$ cat src/rtl/div_pkg.sv
// Shared definitions for the parametrised divider peripheral: register map, CTRL/status bit
// positions and core FSM encoding. DIV_IRQ_EN relocates dbz in the status word.
package div_pkg;

  localparam logic [7:0] ADDR_CTRL   = 8'h00;
  localparam logic [7:0] ADDR_DVD_HI = 8'h02;
  localparam logic [7:0] ADDR_DVD_LO = 8'h04;
  localparam logic [7:0] ADDR_DSR_HI = 8'h06;
  localparam logic [7:0] ADDR_DSR_LO = 8'h08;
  localparam logic [7:0] ADDR_DONE   = 8'h0A;
  localparam logic [7:0] ADDR_QUO_HI = 8'h0C;
  localparam logic [7:0] ADDR_QUO_LO = 8'h0E;
  localparam logic [7:0] ADDR_REM_HI = 8'h10;
  localparam logic [7:0] ADDR_REM_LO = 8'h12;

  localparam int CTRL_GO_BIT     = 0;
  localparam int CTRL_SIGNED_BIT = 1;
  localparam int CTRL_IRQEN_BIT  = 2;

  localparam int STAT_BUSY_BIT   = 0;
  localparam int STAT_DONE_BIT   = 1;
`ifdef DIV_IRQ_EN
  localparam int STAT_IRQEN_BIT  = 2;
  localparam int STAT_DBZ_BIT    = 3;
`else
  localparam int STAT_DBZ_BIT    = 2;
`endif

  typedef enum logic [1:0] {
    IDLE = 2'd0,
    RUN  = 2'd1,
    FIX  = 2'd2
  } div_state_e;

endpackage

$ cat src/rtl/peripheral_division_param_if.sv
// Peripheral bus of the divider: 16-bit data, chip select, read/write strobes, word address.
interface peripheral_division_param_if #(
  parameter int ADDR_W = 5
);
  logic [15:0]       d_in;
  logic              cs;
  logic [ADDR_W-1:0] addr;
  logic              rd;
  logic              wr;
  logic [15:0]       d_out;

  modport master (output d_in, cs, addr, rd, wr, input d_out);
  modport slave  (input d_in, cs, addr, rd, wr, output d_out);
endinterface

$ cat src/rtl/div_core_seq.sv
// Sequential restoring divider core: one quotient bit per clock on operand magnitudes,
// with sign fix-up and divide-by-zero handling in the final state.
module div_core_seq
  import div_pkg::*;
#(
  parameter int WIDTH = 32
) (
  input  logic             clk,
  input  logic             rst,
  input  logic             start,
  input  logic             signed_mode,
  input  logic [WIDTH-1:0] dividend,
  input  logic [WIDTH-1:0] divisor,
  output logic             busy,
  output logic             done,
  output logic             dbz,
  output logic [WIDTH-1:0] quotient,
  output logic [WIDTH-1:0] remainder
);

  localparam int CNT_W = $clog2(WIDTH);

  div_state_e       state_q, state_d;
  logic [CNT_W-1:0] count_q, count_d;
  logic [WIDTH-1:0] rem_q, rem_d;
  logic [WIDTH-1:0] quo_q, quo_d;
  logic [WIDTH-1:0] dsr_q, dsr_d;
  logic [WIDTH-1:0] dvd_q, dvd_d;
  logic             neg_quo_q, neg_quo_d;
  logic             neg_rem_q, neg_rem_d;
  logic             busy_q, busy_d;
  logic             done_q, done_d;
  logic             dbz_q, dbz_d;
  logic [WIDTH-1:0] quotient_q, quotient_d;
  logic [WIDTH-1:0] remainder_q, remainder_d;

  logic [WIDTH:0]   shifted_s;
  logic [WIDTH:0]   diff_s;
  logic             dvd_neg_s;
  logic             dsr_neg_s;

  function automatic logic [WIDTH-1:0] apply_sign(input logic [WIDTH-1:0] v, input logic neg);
    return neg ? -v : v;
  endfunction

  always_comb begin
    state_d     = state_q;
    count_d     = count_q;
    rem_d       = rem_q;
    quo_d       = quo_q;
    dsr_d       = dsr_q;
    dvd_d       = dvd_q;
    neg_quo_d   = neg_quo_q;
    neg_rem_d   = neg_rem_q;
    busy_d      = busy_q;
    done_d      = done_q;
    dbz_d       = dbz_q;
    quotient_d  = quotient_q;
    remainder_d = remainder_q;

    dvd_neg_s = signed_mode & dividend[WIDTH-1];
    dsr_neg_s = signed_mode & divisor[WIDTH-1];
    // quo_q doubles as the dividend shift register: its MSB feeds the partial remainder
    shifted_s = {rem_q, quo_q[WIDTH-1]};
    diff_s    = shifted_s - {1'b0, dsr_q};

    case (state_q)
      IDLE: begin
        if (start) begin
          dvd_d     = dividend;
          rem_d     = '0;
          quo_d     = apply_sign(dividend, dvd_neg_s);
          dsr_d     = apply_sign(divisor, dsr_neg_s);
          neg_quo_d = dvd_neg_s ^ dsr_neg_s;
          neg_rem_d = dvd_neg_s;
          count_d   = CNT_W'(WIDTH - 1);
          busy_d    = 1'b1;
          done_d    = 1'b0;
          dbz_d     = 1'b0;
          if (divisor == '0) begin
            state_d = FIX;
          end else begin
            state_d = RUN;
          end
        end else begin
          state_d = IDLE;
        end
      end
      RUN: begin
        if (!diff_s[WIDTH]) begin
          rem_d = diff_s[WIDTH-1:0];
          quo_d = {quo_q[WIDTH-2:0], 1'b1};
        end else begin
          rem_d = shifted_s[WIDTH-1:0];
          quo_d = {quo_q[WIDTH-2:0], 1'b0};
        end
        if (count_q == '0) begin
          state_d = FIX;
        end else begin
          count_d = count_q - CNT_W'(1);
        end
      end
      FIX: begin
        busy_d  = 1'b0;
        done_d  = 1'b1;
        state_d = IDLE;
        if (dsr_q == '0) begin
          dbz_d       = 1'b1;
          quotient_d  = '1;
          remainder_d = dvd_q;
        end else begin
          dbz_d       = 1'b0;
          quotient_d  = apply_sign(quo_q, neg_quo_q);
          remainder_d = apply_sign(rem_q, neg_rem_q);
        end
      end
      default: begin
        state_d = IDLE;
        busy_d  = 1'b0;
      end
    endcase
  end

  always_ff @(posedge clk) begin
    if (rst) begin
      state_q     <= IDLE;
      count_q     <= '0;
      rem_q       <= '0;
      quo_q       <= '0;
      dsr_q       <= '0;
      dvd_q       <= '0;
      neg_quo_q   <= 1'b0;
      neg_rem_q   <= 1'b0;
      busy_q      <= 1'b0;
      done_q      <= 1'b0;
      dbz_q       <= 1'b0;
      quotient_q  <= '0;
      remainder_q <= '0;
    end else begin
      state_q     <= state_d;
      count_q     <= count_d;
      rem_q       <= rem_d;
      quo_q       <= quo_d;
      dsr_q       <= dsr_d;
      dvd_q       <= dvd_d;
      neg_quo_q   <= neg_quo_d;
      neg_rem_q   <= neg_rem_d;
      busy_q      <= busy_d;
      done_q      <= done_d;
      dbz_q       <= dbz_d;
      quotient_q  <= quotient_d;
      remainder_q <= remainder_d;
    end
  end

  assign busy      = busy_q;
  assign done      = done_q;
  assign dbz       = dbz_q;
  assign quotient  = quotient_q;
  assign remainder = remainder_q;

endmodule

$ cat src/rtl/peripheral_division_param.sv
// Memory-mapped divider peripheral: bus decode, operand/control registers and registered read mux
// around div_core_seq. Defining DIV_IRQ_EN adds the irq output and CTRL/status irq_enable bit.
module peripheral_division_param
  import div_pkg::*;
#(
  parameter int WIDTH  = 32,
  parameter int ADDR_W = 5
) (
  input  logic clk,
  input  logic rst,
  peripheral_division_param_if.slave bus
`ifdef DIV_IRQ_EN
  ,
  output logic irq
`endif
);

  localparam logic HAS_HI = (WIDTH == 32);

  logic [15:0] dvd_hi_q, dvd_hi_d;
  logic [15:0] dvd_lo_q, dvd_lo_d;
  logic [15:0] dsr_hi_q, dsr_hi_d;
  logic [15:0] dsr_lo_q, dsr_lo_d;
  logic        signed_q, signed_d;
  logic        go_q, go_d;
  logic [15:0] d_out_q, d_out_d;
`ifdef DIV_IRQ_EN
  logic        irq_en_q, irq_en_d;
  logic        irq_q, irq_d;
  logic        done_prev_q, done_prev_d;
`endif

  logic             wr_en_s;
  logic             rd_en_s;
  logic             busy_s;
  logic             done_s;
  logic             dbz_s;
  logic [WIDTH-1:0] quotient_s;
  logic [WIDTH-1:0] remainder_s;
  logic [31:0]      quo_ext_s;
  logic [31:0]      rem_ext_s;
  logic [15:0]      status_s;
  logic [15:0]      rd_data_s;

  assign wr_en_s   = bus.cs & bus.wr;
  assign rd_en_s   = bus.cs & bus.rd;
  assign quo_ext_s = 32'(quotient_s);
  assign rem_ext_s = 32'(remainder_s);

  // go is a one-cycle pulse; the core latches operands on the edge after the CTRL write
  div_core_seq #(.WIDTH(WIDTH)) u_core (
    .clk         (clk),
    .rst         (rst),
    .start       (go_q),
    .signed_mode (signed_q),
    .dividend    (WIDTH'({dvd_hi_q, dvd_lo_q})),
    .divisor     (WIDTH'({dsr_hi_q, dsr_lo_q})),
    .busy        (busy_s),
    .done        (done_s),
    .dbz         (dbz_s),
    .quotient    (quotient_s),
    .remainder   (remainder_s)
  );

  always_comb begin
    status_s                = 16'h0000;
    status_s[STAT_BUSY_BIT] = busy_s;
    status_s[STAT_DONE_BIT] = done_s;
    status_s[STAT_DBZ_BIT]  = dbz_s;
`ifdef DIV_IRQ_EN
    status_s[STAT_IRQEN_BIT] = irq_en_q;
`endif
    case (bus.addr)
      ADDR_W'(ADDR_CTRL):   rd_data_s = status_s;
      ADDR_W'(ADDR_DVD_HI): rd_data_s = HAS_HI ? dvd_hi_q : 16'h0000;
      ADDR_W'(ADDR_DVD_LO): rd_data_s = dvd_lo_q;
      ADDR_W'(ADDR_DSR_HI): rd_data_s = HAS_HI ? dsr_hi_q : 16'h0000;
      ADDR_W'(ADDR_DSR_LO): rd_data_s = dsr_lo_q;
      ADDR_W'(ADDR_DONE):   rd_data_s = {15'h0000, done_s};
      ADDR_W'(ADDR_QUO_HI): rd_data_s = HAS_HI ? quo_ext_s[31:16] : 16'h0000;
      ADDR_W'(ADDR_QUO_LO): rd_data_s = quo_ext_s[15:0];
      ADDR_W'(ADDR_REM_HI): rd_data_s = HAS_HI ? rem_ext_s[31:16] : 16'h0000;
      ADDR_W'(ADDR_REM_LO): rd_data_s = rem_ext_s[15:0];
      default:              rd_data_s = 16'h0000;
    endcase
  end

  always_comb begin
    dvd_hi_d = dvd_hi_q;
    dvd_lo_d = dvd_lo_q;
    dsr_hi_d = dsr_hi_q;
    dsr_lo_d = dsr_lo_q;
    signed_d = signed_q;
    go_d     = 1'b0;
    d_out_d  = rd_en_s ? rd_data_s : 16'h0000;
`ifdef DIV_IRQ_EN
    irq_en_d    = irq_en_q;
    done_prev_d = done_s;
`endif
    if (wr_en_s) begin
      case (bus.addr)
        ADDR_W'(ADDR_CTRL): begin
          go_d = bus.d_in[CTRL_GO_BIT];
          if (bus.d_in[CTRL_GO_BIT]) begin
            signed_d = bus.d_in[CTRL_SIGNED_BIT];
          end else begin
            signed_d = signed_q;
          end
`ifdef DIV_IRQ_EN
          irq_en_d = bus.d_in[CTRL_IRQEN_BIT];
`endif
        end
        ADDR_W'(ADDR_DVD_HI): dvd_hi_d = HAS_HI ? bus.d_in : dvd_hi_q;
        ADDR_W'(ADDR_DVD_LO): dvd_lo_d = bus.d_in;
        ADDR_W'(ADDR_DSR_HI): dsr_hi_d = HAS_HI ? bus.d_in : dsr_hi_q;
        ADDR_W'(ADDR_DSR_LO): dsr_lo_d = bus.d_in;
        default:              go_d     = 1'b0;
      endcase
    end else begin
      go_d = 1'b0;
    end
  end

`ifdef DIV_IRQ_EN
  // a completion edge takes priority over a same-cycle clear
  always_comb begin
    if (done_s & ~done_prev_q & irq_en_q) begin
      irq_d = 1'b1;
    end else if ((rd_en_s & (bus.addr == ADDR_W'(ADDR_CTRL))) | (go_q & ~busy_s)) begin
      irq_d = 1'b0;
    end else begin
      irq_d = irq_q;
    end
  end
`endif

  always_ff @(posedge clk) begin
    if (rst) begin
      dvd_hi_q <= 16'h0000;
      dvd_lo_q <= 16'h0000;
      dsr_hi_q <= 16'h0000;
      dsr_lo_q <= 16'h0000;
      signed_q <= 1'b0;
      go_q     <= 1'b0;
      d_out_q  <= 16'h0000;
`ifdef DIV_IRQ_EN
      irq_en_q    <= 1'b0;
      irq_q       <= 1'b0;
      done_prev_q <= 1'b0;
`endif
    end else begin
      dvd_hi_q <= dvd_hi_d;
      dvd_lo_q <= dvd_lo_d;
      dsr_hi_q <= dsr_hi_d;
      dsr_lo_q <= dsr_lo_d;
      signed_q <= signed_d;
      go_q     <= go_d;
      d_out_q  <= d_out_d;
`ifdef DIV_IRQ_EN
      irq_en_q    <= irq_en_d;
      irq_q       <= irq_d;
      done_prev_q <= done_prev_d;
`endif
    end
  end

  assign bus.d_out = d_out_q;
`ifdef DIV_IRQ_EN
  assign irq = irq_q;
`endif

endmodule

$ cat src/flat_wrapper.sv
// flat-port wrapper written by rule: the top's interface ports become plain ports
module peripheral_division_param_flat import div_pkg::*;
#(
  parameter int WIDTH  = 32,
  parameter int ADDR_W = 5
)
  (clk, rst, bus_d_in, bus_cs, bus_addr, bus_rd, bus_wr, bus_d_out);
  peripheral_division_param_if #(.ADDR_W(ADDR_W)) bus_i ();
  input  logic clk;
  input  logic rst;
  input wire logic [$bits(bus_i.d_in)-1:0] bus_d_in;
  input wire logic [$bits(bus_i.cs)-1:0] bus_cs;
  input wire logic [$bits(bus_i.addr)-1:0] bus_addr;
  input wire logic [$bits(bus_i.rd)-1:0] bus_rd;
  input wire logic [$bits(bus_i.wr)-1:0] bus_wr;
  output wire logic [$bits(bus_i.d_out)-1:0] bus_d_out;
  assign bus_i.d_in = bus_d_in;
  assign bus_i.cs = bus_cs;
  assign bus_i.addr = bus_addr;
  assign bus_i.rd = bus_rd;
  assign bus_i.wr = bus_wr;
  assign bus_d_out = bus_i.d_out;
  peripheral_division_param #(.WIDTH(WIDTH), .ADDR_W(ADDR_W)) u_core (.clk(clk), .rst(rst), .bus(bus_i));
endmodule
$ cat config.mk
export PLATFORM = sky130hd
export DESIGN_NAME = peripheral_division_param_flat
export DESIGN_NICKNAME = d
export VERILOG_FILES = /design/src/rtl/div_pkg.sv /design/src/rtl/peripheral_division_param_if.sv /design/src/rtl/div_core_seq.sv /design/src/rtl/peripheral_division_param.sv /design/src/flat_wrapper.sv
export SDC_FILE = /design/constraint.sdc
export NUM_CORES = 1
export LEC_CHECK = 0
export ABC_AREA = 1
export BUFFER_PORTS_ARGS = -buffer_cell sky130_fd_sc_hd__buf_2
export CAP_MARGIN = 20
export CORE_UTILIZATION = 30
export DETAILED_ROUTE_END_ITERATION = 6
export PLACE_DENSITY = 0.43
export SLEW_MARGIN = 15
export SYNTH_ARGS = -nofsm -noshare
export SYNTH_HDL_FRONTEND = slang
export SYNTH_SLANG_ARGS = --single-unit
$ cat constraint.sdc
create_clock -name clk -period 4.25 [get_ports clk]
set_input_delay 0.85 -clock clk [delete_from_list [all_inputs] [get_ports clk]]
set_output_delay 0.85 -clock clk [all_outputs]
set_load 0.01 [all_outputs]
== After elaboration in Yosys (flattened, before gate mapping) ==
Index checks and enable logic that the tools add are counted.

* Bitwise logic cells: 9
* Reductions and logical operators: 19
* Equality and inequality tests: 14
* Mux-type cells: 26
* $add $sub $neg: 6

{| class="wikitable"
|+ Operators with widths
! operator !! count
|-
| two-way mux 32 bit || 9
|-
| case mux 16 bit (10 select lines) || 1
|-
| negator 32 bit || 4
|-
| case mux 32 bit (2 select lines) || 2
|-
| zero test 32 bit || 2
|-
| subtractor 33 x 32 -> 33 bit || 1
|-
| equality test 5 x 4 -> 1 bit (second input constant) || 4
|-
| AND reduction 2 bit || 8
|-
| equality test 5 x 3 -> 1 bit (second input constant) || 2
|-
| equality test 5 bit (second input constant) || 2
|-
| zero test 5 bit || 2
|-
| two-way mux 5 bit || 2
|-
| case mux 5 bit (2 select lines) || 1
|-
| two-way mux 2 bit || 3
|-
| case mux 1 bit (2 select lines) || 3
|-
| AND reduction 3 bit || 2
|-
| equality test 5 x 2 -> 1 bit (second input constant) || 1
|-
| subtractor 5 x 1 -> 5 bit (second input constant) || 1
|-
| bitwise AND 1 bit || 4
|-
| two-way mux 1 bit || 4
|-
| inequality test 2 bit (second input constant) || 2
|-
| NOT 1 bit || 4
|-
| case mux 2 bit (2 select lines) || 1
|-
| nonzero test 2 bit || 2
|-
| 7 further kinds || 7
|}

* Flip-flop bits (word level): 286
* Logic and storage cells: 94
* Output and inout port bits: 16

== Depth between registers and ports, before layout ==
Gate-level depths: netlist (run 1).

* Depth in word-level cells: 4
* Depth in mapped cells: 18

== Cells and area by module ==
A second synthesis (run 1) with hierarchy kept.

* Cells, all modules: 2899
* Area total of the unflattened synthesis: 17958.5 µm²

{| class="wikitable"
|+ By module, submodules not included
! module !! cells an instance !! sequential area each (µm²) !! area an instance (µm²) !! instances
|-
| div_core_seq || 2305 || 4083.9 || 14041.0 || 1
|-
| peripheral_division_param || 594 || 1641.6 || 3917.5 || 1
|}

== Least setup slack after synthesis (run 1) ==
No wires, ideal clock.

* Path type: reg-to-reg
* From: register u_core.u_core.quo_q[31]
* To: register u_core.u_core.rem_q[12]
* Setup time: 0.140 ns
* Setup slack: 2.012 ns
* Cell stages (with the launch flop): 19
* Data required time: 4.110 ns
* Arrival time: 2.098 ns
* Cells stage by stage: dfxtp_1 > inv_1 > ha_1 > fa_1 > inv_1 > nand2_1 > nand2_1 > nand3_1 > nand2_2 > nand2_2 > nand2_4 > nand2_4 > nand2_4 > nand2_8 > nand2_8 > buf_12 > nand2_4 > nand3_2 > a21oi_2

* Cells in the longest elaborated chain, start to end: 3

{| class="wikitable"
|+ Ends and longest elaborated chain
! item !! line !! source
|-
| start: declaration || div_core_seq.sv:26 || <nowiki>logic [WIDTH-1:0] quo_q, quo_d;</nowiki>
|-
| start signal: assignment || div_core_seq.sv:143 || <nowiki>quo_q <= quo_d;</nowiki>
|-
| subtractor 33 x 32 -> 33 bit || div_core_seq.sv:65 || <nowiki>diff_s = shifted_s - {1'b0, dsr_q};</nowiki>
|-
| two-way mux 32 bit || div_core_seq.sv:90 || <nowiki>if (!diff_s[WIDTH]) begin</nowiki>
|-
| case mux 32 bit (2 select lines) || div_core_seq.sv:67 || <nowiki>case (state_q)</nowiki>
|-
| end signal: assignment || div_core_seq.sv:142 || <nowiki>rem_q <= rem_d;</nowiki>
|-
| end: declaration || div_core_seq.sv:25 || <nowiki>logic [WIDTH-1:0] rem_q, rem_d;</nowiki>
|}

No other way between the ends.
A chain may end at the register's enable or synchronous reset.

== Worst setup path after layout (run 1) ==
* From: register u_core.u_core.quo_q[31]
* To: register u_core.u_core.rem_q[31]

The elaborated chain is that of the path after synthesis.

==> impl_metrics.env, run 1 <==
export IMPL_synthSimpleGateAreaFrac_pct=30.3
export IMPL_start_util_pct=30.4
export IMPL_period_share_pct=68.2
export IMPL_finalHoldViolCount=0
export IMPL_synthCells=2799
export IMPL_critical_path_required_ns=4.73
export IMPL_ys_flop_type="dfxtp_1"
export IMPL_post_route_min_period_ns=2.90
export IMPL_globalRouteMet2Util_pct=38.8
export IMPL_avgViaCountPerCell=5.18
export IMPL_cts_resized_gates=0
export IMPL_maxCapViolations=0
export IMPL_syn_area_mm2=0.0180
export IMPL_tritoncts="built"
export IMPL_synth_xor_area_share_pct=2.58
export IMPL_crit_fanout=28
export IMPL_path_class="reg2reg"
export IMPL_final_setup_viol_count=0
export IMPL_use_met3_pct=4.35
export IMPL_ys_seq_area_share_pct=31.8
export IMPL_grt_busiest_layer="met2"
export IMPL_antenna_found_initial=1
export IMPL_rows=89
export IMPL_grt_pass1_wl_um=113000
export IMPL_rr_endpoint="u_core.u_core.rem_q[31]"
export IMPL_cts_buffer_depth=3
export IMPL_hold_end="u_core.u_core.dvd_q[19]"
export IMPL_cts_htree_levels=2
export IMPL_track_usage_pct=25.0
export IMPL_rrSetupSlack_ns=1.35
export IMPL_grt_max_degree=124
export IMPL_layout_nets=2852
export IMPL_clock_latency_ns=0.57
export IMPL_rsz0062_at_grt="no"
export IMPL_crit_slowest_cell="fa_1"
export IMPL_muxShareOfSynthArea_pct=0
export IMPL_sw_frac_of_total_pct=24.9
export IMPL_syn_num_nets=2864
export IMPL_hold_path_class="reg2reg"
export IMPL_crit_arrival_ns=3.38
export IMPL_drt_wirelength_per_cell_um=21.3
export IMPL_synth_fa_ha_area_share_pct=2.75
export IMPL_grt_remaining_overflow=0
export IMPL_worstHoldStart="u_core.u_core.dvd_q[19]"
export IMPL_clkPwrFrac_pct=51.7
export IMPL_worst_pin_slew_ns=0.995
export IMPL_synth_warnings=0
export IMPL_async_flop_share_pct=0
export IMPL_drt_iter0_markers=1499
export IMPL_grt_use_met1_pct=35.4
export IMPL_drive_above_1_share_pct=8.85
export IMPL_clkTransAtPathRegs_ns=0.06
export IMPL_slew_headroom_pct=33.6
export IMPL_yosysUniqueCellTypes=51
export IMPL_drtPass1Iterations=7
export IMPL_port_buffer_count=41
export IMPL_synth_compound_area_share_pct=19.7
export IMPL_area_delta_synth_final_pct=11.6
export IMPL_startpoint_type="flop"
export IMPL_ant_nets=0
export IMPL_drc=0
export IMPL_synth_top_family_by_area="simple AND/OR/NAND/NOR gates"
export IMPL_comb_power_share_pct=5.1
export IMPL_p_int_w=0.00469
export IMPL_wl_um=76300
export IMPL_ys_ff_latch=286
export IMPL_cts_sinks=286
export IMPL_status="finished clean"
export IMPL_reg2reg_from="u_core.u_core.quo_q[31]"
export IMPL_grt_pass1_vias=17274
export IMPL_slew_violations=0
export IMPL_die_w_um=247
export IMPL_die_area_mm2=0.0610
export IMPL_worst_hold_path_num_cells=2
export IMPL_max_freq_ghz=0.345
export IMPL_dp_hpwl_um=58800
export IMPL_core_mm2=0.0591
export IMPL_p_per_area_mw_per_mm2=310
export IMPL_finalClockSkew_ns=0.0286
export IMPL_vdd_ir_drop_max_uv=235
export IMPL_cp_end_kind="flop"
export IMPL_die_y_um=247
export IMPL_crit_chain="inv_1, ha_1, fa_1, inv_1, nand2_1, nand2_1, nand3_1, nand2_2, nand2_2, nand2_4, nand2_4, nand3_4, nand2_8, nand2_1, nand3_1, a21oi_1"
export IMPL_dr_total_vias=18567
export IMPL_final_setup_tns_ns=0
export IMPL_cts_root_buf="clkbuf_16"
export IMPL_worst_path_most_repeated_cell="nand2_1"
export IMPL_globalplace_congestion=0.949
export IMPL_synth_edf_count=0
export IMPL_r2r_cells=16
export IMPL_cts_buffers=37
export IMPL_leakage_nw=8.89
export IMPL_insertedDiodeCount=0
export IMPL_p_seq_share_pct=43.2
export IMPL_slowest_delay_ns=0.42
export IMPL_hold_buffers=0
export IMPL_p_sw_w=0.00155
export IMPL_io_pins=42
export IMPL_post_cts_buffers=0
export IMPL_syn_avg_cell_area_um2=6.43
export IMPL_finish_utilization_pct=34.0
[power groups by stage]
stage               Clock (W)  Sequential [W]  Combinational, W
global placement            0         0.00276          0.000311
CTS                   0.00329         0.00270          0.000314
global route          0.00340         0.00270          0.000343
detailed placement          0         0.00276          0.000314
finish                0.00323         0.00270          0.000315
floorplan                   0         0.00275          0.000204
[routing by layer]
layer	wire, um	share of wire [%]
met5	13	0.017
met4	1750	2.3
met3	4990	6.5
met2	33600	44
met1	35900	47
[synth_stat cells, types with 3 or more instances]
library cell / instances / area (um^2)
inv_2: 17 / 63.8
a31oi_1: 36 / 225
a221oi_1: 11 / 96.3
dfxtp_1: 286 / 5730
nand2_1: 631 / 2370
nand2_2: 15 / 93.8
nand3_1: 190 / 951
ha_1: 38 / 475
nor2_1: 238 / 893
o221ai_1: 7 / 61.3
nand3b_1: 6 / 45.0
o211ai_1: 28 / 210
o21bai_1: 6 / 45.0
nor3_4: 3 / 48.8
nor2_2: 10 / 62.6
a211oi_1: 14 / 105
nor3_2: 3 / 30.0
buf_6: 3 / 33.8
xor2_1: 39 / 342
o21ai_0: 182 / 911
xnor2_1: 14 / 123
buf_2: 20 / 100
a41oi_1: 6 / 52.6
clkbuf_1: 76 / 285
nor3_1: 27 / 135
a21oi_2: 24 / 210
inv_1: 455 / 1710
or2_2: 3 / 18.8
buf_4: 3 / 22.5
nand4_1: 36 / 225
and2_1: 3 / 18.8
o21ai_1: 6 / 30.0
nand3_2: 19 / 190
o2111ai_1: 3 / 26.3
o22ai_1: 42 / 263
clkinv_1: 3 / 11.3
o31ai_1: 5 / 37.5
a22oi_1: 17 / 128
a21oi_1: 217 / 1090
nand2_4: 22 / 248
buf_1: 12 / 45.0
nor4_1: 10 / 62.6
[cells by family (layout without fill, tap and decap cells)]
family          count (synthesis)  after routing
buf+inv                       591            604
xor+xnor                       53             53
fa+ha+maj                      39             39
compound gates                610            610
simple gates                 1220           1220
flops                         286            286
[state kept, by name, summed over array words and instances (netlist names), 2 cells and up]
| register | cells |
|---|---|
| u_core.dsr_lo_q | 16 |
| u_core.bus.d_out | 16 |
| u_core.dsr_hi_q | 16 |
| u_core.dvd_hi_q | 16 |
| u_core.u_core.rem_q | 32 |
| u_core.u_core.quotient | 32 |
| u_core.u_core.count_q | 5 |
| u_core.u_core.state_q | 2 |
| u_core.u_core.remainder | 32 |
| u_core.u_core.dsr_q | 32 |
| u_core.u_core.quo_q | 32 |
| u_core.dvd_lo_q | 16 |
| u_core.u_core.dvd_q | 32 |
[how the worst max path moves through the flow]
stage,slack [ns],depth (start not counted),startpoint,to
after floorplan,2.01,18,u_core.u_core.quo_q[31],u_core.u_core.rem_q[12]
after global placement,0.99,7,bus_addr[4],u_core.dvd_hi_q[14]
after detailed placement,0.89,7,bus_addr[4],u_core.dvd_hi_q[14]
after CTS,1.36,16,u_core.u_core.quo_q[31],u_core.u_core.rem_q[31]
after global routing,1.09,16,u_core.u_core.quo_q[31],u_core.u_core.rem_q[10]
final,1.35,16,u_core.u_core.quo_q[31],u_core.u_core.rem_q[31]
[cell usage in the layout, fill, tap and decap left out, types with 38 or more instances in the layout]
master,synthesis,final
dfxtp_1,286,286
nor2_1,238,234
buf_2,20,40
o21ai_0,182,182
a21oi_1,217,217
nand3_1,190,190
ha_1,38,38
xor2_1,39,39
nand2_1,631,631
inv_1,455,453
o22ai_1,42,42
[cell type report]
class                           count  area [um^2]
Inverter                          475         1790
Sequential cell                   286         5730
Multi-Input combinational cell   1922        10000
Clock buffer                       54         1060
Fill cell                        6505        39000
Timing Repair Buffer               65          413
Tap cell                          773          967
Clock inverter                     10          150
[through the flow]
stage          power, W  instances  hold slack [ns]  worst slack (ns)  area (um^2)
4_1_cts         0.00630       3585            0.448              1.36        20100
3_3_place_gp    0.00307       3521            0.440             0.989        18900
3_5_place_dp    0.00307       3521            0.439             0.894        18900
6_report        0.00624       3585            0.445              1.35        20100
5_1_grt         0.00644       3585            0.471              1.09        20100
2_1_floorplan   0.00295       2799            0.422              2.01        18000
[critical path: cells and delay by family (launching register included)]
family | cells | cell delay [ns]
AOI/OAI and AO/OA | 1 | 0.16
adders and majority gates | 2 | 0.67
buffers and inverters | 2 | 0.23
DFF | 1 | 0.36
and+or+nand+nor | 11 | 1.39
Power figures use the tool's default switching activity.
==> run 2, diff against run 1 <==
Clock period 4.25 ns to 2.7 ns, I/O delays scaled along.
==> run 2 against run 1 <==
Clock-buffer cell count did not move; critical path depth down 4; final cell count is 2.2% higher; die area unchanged; critical path type unchanged.
==> impl_metrics.env, run 2 (same netlist as run 1, synthesis figures left out) <==
export IMPL_status="finished clean"
export IMPL_finish_utilization_pct=35.2
export IMPL_slew_headroom_pct=39.8
export IMPL_antenna_found_initial=1
export IMPL_cts_buffers=38
export IMPL_port_buffer_count=41
export IMPL_reg2reg_from="u_core.u_core.dsr_q[3]"
export IMPL_area_delta_synth_final_pct=15.6
export IMPL_rr_endpoint="u_core.u_core.rem_q[13]"
export IMPL_area_sequential_mm2=0.00573
export IMPL_grt_max_degree=124
export IMPL_die_w_um=247
export IMPL_avgViaCountPerCell=5.13
export IMPL_core_mm2=0.0591
export IMPL_placed_area_mm2=0.0195
export IMPL_track_usage_pct=25.4
export IMPL_hold_path_class="in2reg"
export IMPL_worst_hold_path_num_cells=3
export IMPL_fin_area_mm2=0.0208
export IMPL_p_per_area_mw_per_mm2=486
export IMPL_path_class="reg2reg"
export IMPL_startpoint_type="flop"
export IMPL_clkTransAtPathRegs_ns=0.06
export IMPL_vdd_ir_drop_max_uv=420
export IMPL_grt_remaining_overflow=0
export IMPL_finalHoldViolCount=0
export IMPL_crit_arrival_ns=2.96
export IMPL_crit_fanout=4
export IMPL_ant_nets=0
export IMPL_cts_buffer_depth=3
export IMPL_hold_end="u_core.dvd_hi_q[9]"
export IMPL_setup_slack_ns=0.165
export IMPL_finalClockSkew_ns=0.0414
export IMPL_fin_total_pwr_w=0.0101
export IMPL_die_area_mm2=0.0610
export IMPL_drt_wirelength_per_cell_um=21.2
export IMPL_cp_end_kind="flop"
export IMPL_start_util_pct=30.4
export IMPL_max_freq_ghz=0.394
export IMPL_hold_buffers=0
export IMPL_rows=89
export IMPL_clock_latency_ns=0.59
export IMPL_slew_violations=0
export IMPL_fillers=6471
export IMPL_critical_path_required_ns=3.12
export IMPL_maxCapViolations=0
export IMPL_tritoncts="built"
export IMPL_drive_above_1_share_pct=11.5
export IMPL_r2r_cells=12
export IMPL_globalplace_congestion=0.943
export IMPL_final_setup_viol_count=0
export IMPL_drtPass1Iterations=5
export IMPL_pre_cts_slack_ns=0.103
export IMPL_grt_pass1_wl_um=115000
export IMPL_die_y_um=247
export IMPL_cts_sinks=286
export IMPL_leakage_nw=9.31
export IMPL_post_route_min_period_ns=2.54
export IMPL_multi_input_area_mm2=0.0100
export IMPL_cts_htree_levels=2
export IMPL_wl_um=77800
export IMPL_worstHoldStart="bus_d_in[9]"
export IMPL_period_share_pct=93.9
export IMPL_layout_nets=2927
export IMPL_cts_root_buf="clkbuf_16"
export IMPL_worst_pin_slew_ns=0.904
export IMPL_drt_iter0_markers=1617
export IMPL_dr_total_vias=18805
export IMPL_final_common_cell="nand2_1"
export IMPL_rrSetupSlack_ns=0.16
export IMPL_io_pins=42
export IMPL_dp_hpwl_um=60200
export IMPL_grt_pass1_vias=17747
export IMPL_drc=0
export IMPL_final_cell_mix="629 x nand2_1, 453 x inv_1, 286 x dfxtp_1"
[run 2: power breakdown]
part | leakage (nW) | internal, W | switching [W]
combinational | 6.37 | 0.000147 | 0.000380
sequential | 2.30 | 0.00423 | 0.0000144
clock | 0.638 | 0.00316 | 0.00218
[run 2: critical path, cell delays in order (launching register included)]
cell and delay [ns]:
dfxtp_1 0.47, inv_1 0.07, ha_1 0.33, nand2_1 0.19, nor2_1 0.07, nand2_1 0.06, nand3_1 0.26, nand2_1 0.15
nand2_1 0.15, xnor2_1 0.42, nand2_4 0.07, nand3_2 0.07, a21oi_2 0.05
[run 2: metal layers]
layer	up-vias	track usage [%]	part of all wire [%]
li1	9232	-	-
met1	8800	35.5	46
met2	637	39.2	43
met3	134	3.82	6.5
met4	2	9.44	3.8
met5	-	0	0.017
[run 2: worst max path at each step]
stage                                  from                       to
floorplan           u_core.u_core.quo_q[31]  u_core.u_core.rem_q[12]
global placement     u_core.u_core.rem_q[7]  u_core.u_core.rem_q[27]
detailed placement              bus_addr[0]       u_core.dsr_lo_q[6]
CTS                 u_core.u_core.quo_q[31]  u_core.u_core.rem_q[31]
global route        u_core.u_core.quo_q[31]  u_core.u_core.rem_q[23]
finish               u_core.u_core.dsr_q[3]  u_core.u_core.rem_q[13]
[run 2: repair_timing]
action,in CTS,in global routing
setup endpoints to repair,0,32
hold endpoints to repair,0,0
buffers inserted,0,0
resized for setup,0,5
[run 2: layout make-up]
type | count | area share [%]
multi-input cells | 1923 | 48.2
clock buffers | 54 | 5.29
clock inverters | 13 | 0.937
flip-flops and latches | 286 | 27.5
inverters | 475 | 8.58
diodes | 1 | 0.0120
repair buffers | 138 | 4.87
well taps | 773 | 4.65
[run 2: stage by stage]
step           setup TNS (ns)  hold WS [ns]  std cells
3_5_place_dp                0         0.442       3594
6_report                    0         0.305       3663
4_1_cts                     0         0.277       3661
3_3_place_gp                0         0.435       3594
2_1_floorplan               0         0.422       2799
5_1_grt             -0.000301         0.311       3662
